## src/rtl/debounce_ped_pkg.sv

```systemverilog
// rtl/debounce_ped_pkg.sv - shared state encoding and default debounce constants
package debounce_pkg;

    typedef enum logic [1:0] {
        S_LOW  = 2'b00,
        S_RISE = 2'b01,
        S_HIGH = 2'b11,
        S_FALL = 2'b10
    } state_e;

    // 5 ms at 100 MHz for the board; a short count keeps simulation fast
    localparam int unsigned DB_COUNT_BOARD = 500000;
    localparam int unsigned CNT_W_BOARD    = 19;
    localparam int unsigned DB_COUNT_SIM   = 4;
    localparam int unsigned CNT_W_SIM      = 3;

endpackage

```

## src/rtl/debounce_ped_sync_2ff.sv

```systemverilog
// rtl/debounce_ped_sync_2ff.sv - two-flop synchroniser, async active-low reset
module sync_2ff (
    input  logic clk,
    input  logic reset,
    input  logic d_i,
    output logic q_o
);

    logic s1_q;
    logic s_q;

    always_ff @(posedge clk or negedge reset) begin
        if (!reset) begin
            s1_q <= 1'b0;
            s_q  <= 1'b0;
        end else begin
            s1_q <= d_i;
            s_q  <= s1_q;
        end
    end

    assign q_o = s_q;

endmodule

```

## src/rtl/debounce_ped.sv

```systemverilog
// rtl/debounce_ped.sv - button debouncer with press pulse; DEBOUNCE_NED_EN adds release pulse ned
module debounce_ped
    import debounce_pkg::*;
#(
    parameter int unsigned DB_COUNT = DB_COUNT_BOARD,
    parameter int unsigned CNT_W    = CNT_W_BOARD
) (
    input  logic clk,
    input  logic reset,
    input  logic btn_in,
    output logic db_level,
    output logic ped
`ifdef DEBOUNCE_NED_EN
    ,
    output logic ned
`endif
);

    localparam logic [CNT_W-1:0] CNT_LAST = CNT_W'(DB_COUNT - 1);
    localparam logic [CNT_W-1:0] CNT_ONE  = CNT_W'(1);

    logic             s;
    state_e           state_q, state_d;
    logic [CNT_W-1:0] cnt_q, cnt_d;
    logic             ped_q, ped_d;
`ifdef DEBOUNCE_NED_EN
    logic             ned_q, ned_d;
`endif

    sync_2ff u_sync (
        .clk   (clk),
        .reset (reset),
        .d_i   (btn_in),
        .q_o   (s)
    );

    always_comb begin
        state_d = state_q;
        cnt_d   = cnt_q;
        ped_d   = 1'b0;
`ifdef DEBOUNCE_NED_EN
        ned_d   = 1'b0;
`endif
        unique case (state_q)
            S_LOW: begin
                if (s) begin
                    cnt_d   = CNT_ONE;
                    state_d = S_RISE;
                end else begin
                    cnt_d   = '0;
                end
            end
            S_RISE: begin
                // any low sample restarts qualification from zero
                if (!s) begin
                    cnt_d   = '0;
                    state_d = S_LOW;
                end else if (cnt_q == CNT_LAST) begin
                    cnt_d   = '0;
                    state_d = S_HIGH;
                    ped_d   = 1'b1;
                end else begin
                    cnt_d   = cnt_q + CNT_ONE;
                end
            end
            S_HIGH: begin
                if (!s) begin
                    cnt_d   = CNT_ONE;
                    state_d = S_FALL;
                end else begin
                    cnt_d   = '0;
                end
            end
            S_FALL: begin
                if (s) begin
                    cnt_d   = '0;
                    state_d = S_HIGH;
                end else if (cnt_q == CNT_LAST) begin
                    cnt_d   = '0;
                    state_d = S_LOW;
`ifdef DEBOUNCE_NED_EN
                    ned_d   = 1'b1;
`endif
                end else begin
                    cnt_d   = cnt_q + CNT_ONE;
                end
            end
            default: begin
                cnt_d   = '0;
                state_d = S_LOW;
            end
        endcase
    end

    always_ff @(posedge clk or negedge reset) begin
        if (!reset) begin
            state_q <= S_LOW;
            cnt_q   <= '0;
            ped_q   <= 1'b0;
`ifdef DEBOUNCE_NED_EN
            ned_q   <= 1'b0;
`endif
        end else begin
            state_q <= state_d;
            cnt_q   <= cnt_d;
            ped_q   <= ped_d;
`ifdef DEBOUNCE_NED_EN
            ned_q   <= ned_d;
`endif
        end
    end

    // the encoding puts the debounced level in the state MSB
    assign db_level = state_q[1];
    assign ped      = ped_q;
`ifdef DEBOUNCE_NED_EN
    assign ned      = ned_q;
`endif

endmodule

```

## config.mk

```make
export PLATFORM = sky130hd
export DESIGN_NAME = debounce_ped
export DESIGN_NICKNAME = d
export VERILOG_FILES = /design/src/rtl/debounce_ped_pkg.sv /design/src/rtl/debounce_ped_sync_2ff.sv /design/src/rtl/debounce_ped.sv
export SDC_FILE = /design/constraint.sdc
export NUM_CORES = 1
export LEC_CHECK = 0
export ABC_AREA = 1
export CAP_MARGIN = 20
export CELL_PAD_IN_SITES_DETAIL_PLACEMENT = 1
export CELL_PAD_IN_SITES_GLOBAL_PLACEMENT = 1
export CORE_AREA = 4 4 89 58
export DETAILED_ROUTE_END_ITERATION = 16
export DIE_AREA = 0 0 93 62
export GPL_ROUTABILITY_DRIVEN = 0
export GPL_TIMING_DRIVEN = 1
export PLACE_DENSITY = 0.61
export SYNTH_ARGS = -nofsm -noshare
export SYNTH_HDL_FRONTEND = slang
export SYNTH_SLANG_ARGS = --single-unit
```

## constraint.sdc

```tcl
create_clock -name clk -period 3.3 [get_ports clk]
set_clock_uncertainty 0.2 [all_clocks]
set_input_delay 0.66 -clock clk [delete_from_list [all_inputs] [get_ports clk]]
set_output_delay 0.66 -clock clk [all_outputs]
set_load 0.01 [all_outputs]
```

==> reports/metrics.cfg <==
[floorplan]
die_area_sq_um = 5770
fp.dieH_microns = 62
io_pins = 5
die_w_microns = 93
placementRows = 19
coreArea_sq_um = 4370
start_util = 0.337

[clock_tree]
numCtsBuffers = 3
cts-root-buf = clkbuf_8
cts.clk_slew.worst_paths_ns = 0.09
cts_sinks = 24
ctsHoldBuffers = 0
clk_path_buf_depth = 2
htree_num_levels = 1
clkLatencyLatePin_ns = 0.27
post_cts_buffers = 0
cts_tree = built
cts_resized = 0

[synth]
ys_seq_area_frac = 0.408
synth.distinct_cells = 21
syn_area_per_cell_sq_um = 7.40
ys_ff_latch = 24
synth_cells = 199
synth_area_sq_um = 1470
ys_warn_count = 0
syn-num-nets = 207

[run_status]
status = finished clean

[cells_and_area]
diodes = 0
nets = 216
layout_commonest_cell = nand2_1
layout_common_cells = 48 x nand2_1, 30 x nor2_1, 27 x inv_1
drive_above_1_share = 0.174
nFillCells = 564
area_growth_pct = 12.4

[power]
p_leak_nw = 0.691
vdd_drop_max_v = 0.000164
total_power_uw = 827
power_density_nw_per_um2 = 500

[global_route]
antenna_found_initial = 0
grt_use_total = 0.140
grt_max_degree = 25
grt_pass1_vias = 1228
grt_pass1_wl_mm = 6.04
overflow = 0

[timing]
finalSetupViolations = 0
fin_crit_sh = 0.639
maxSlewViolCount = 0
tightest_slew_ns = 0.315
post-route-min-period_ns = 2.11
rsz0062_at_grt = false
tns_ns = 0
slew_headroom = 0.788
maxClockFrequency_mhz = 474
finalHoldViolCount = 0

[routing]
dr_total_vias = 1214
drtAntennaViolNets = 0
finalWirelength_mm = 3.50
drt_iter0_drc = 50
dr.pass1.iters = 4
drc = 0
vias_per_cell = 4.50
wl_per_cell_microns = 13.0

[worst_setup_path]
cp_max_fo = 5
critPathBufInv = 1
critPathLaunchType = flip-flop
crit_family = buffers and inverters
critPathRequiredTime_ns = 2.44
criticalPathCategory = reg -> out
cp-end-kind = output pin
crit_path_cell_trace = clkdlybuf4s50_1
critical_path.slowest_cell = clkdlybuf4s50_1
cpPeakStageDelay_ns = 0.56
arrival_ns = 1.25

[job]
maxCapViolations = 0

[min_path]
worstHoldPathType = reg -> reg

[placed_design]
hpwlAfterDp_mm = 2.82
port_buffers = 4

-- layout make-up --
type / instances / area, sq um / share of cell area
sequential: 24 / 601 / 0.363
multi-input combinational: 144 / 744 / 0.450
tap: 63 / 78.8 / 0.0476
inverter: 30 / 113 / 0.0680
timing repair buffer: 5 / 47.5 / 0.0287
clock inverter: 1 / 30.0 / 0.0181
clock buffer: 3 / 41.3 / 0.0249
-- cell usage after synthesis --
library cell	n	share of area
a21oi_1	2	0.0068
nand4_1	4	0.017
buf_8	1	0.010
nor2_4	2	0.015
nand3_1	10	0.034
or2_2	1	0.0043
inv_2	3	0.0076
xor2_1	3	0.018
nor2_2	17	0.072
nor2_1	30	0.076
nand2_1	48	0.12
dfrtp_1	24	0.41
inv_1	27	0.069
nor3_1	7	0.024
nand2_2	5	0.021
nand3_2	2	0.014
xnor2_1	1	0.0059
ha_1	5	0.042
o21ai_1	1	0.0034
o21ai_0	5	0.017
nand3_4	1	0.012
-- routing by layer --
metal,share of wire,vias up,track usage
met5,0,-,0
met4,0.0089,0,0.0313
met3,0.024,4,0.0325
met2,0.41,6,0.218
met1,0.56,580,0.200
li1,-,624,-
-- metrics by stage --
stage                     area (sq um)  std cells  hold slack [ns]  setup WS (ns)   util
after floorplan                   1470        199            0.131           1.77      -
after global placement            1580        266            0.132           1.51  0.362
after detailed placement          1580        266            0.140           1.48  0.362
after CTS                         1660        270            0.162           1.17  0.378
after global routing              1660        270            0.167           1.11  0.378
final                             1660        270            0.157           1.19  0.378
-- report_power, final --
group	leakage (nW)	internal [mW]	total [mW]	switching [mW]
sequential	0.327	0.316	0.341	0.0247
combinational	0.329	0.0731	0.222	0.149
clock	0.0357	0.162	0.264	0.102
-- cell families (layout without fill, tap and decap cells) --
group | Yosys count | count (layout) | share of synthesized area
AND/OR/NAND/NOR | 127 | 127 | 0.412
AO/OA/AOI/OAI | 8 | 8 | 0.0272
adder cells (fa/ha/maj) | 5 | 5 | 0.0425
flip-flops | 24 | 24 | 0.408
buffers and inverters | 31 | 39 | 0.0867
XOR/XNOR | 4 | 4 | 0.0238
-- state kept, by name, summed over array words and instances, names as in the netlist --
name	cells
cnt_q	19
ped	1
u_sync.q_o	1
state_q	2
u_sync.s1_q	1
-- final timing paths --
check,start,to,slack [ns],depth (start not counted)
min,u_sync.s1_q,u_sync.q_o,0.16,0
max reg2reg,cnt_q[0],cnt_q[0],1.51,6
min reg2reg,u_sync.s1_q,u_sync.q_o,0.16,0
max in group asynchronous,reset,state_q[1],2.11,2
max,state_q[1],db_level,1.19,1
min in group asynchronous,reset,cnt_q[12],0.54,2
Power figures use the tool's default switching activity.
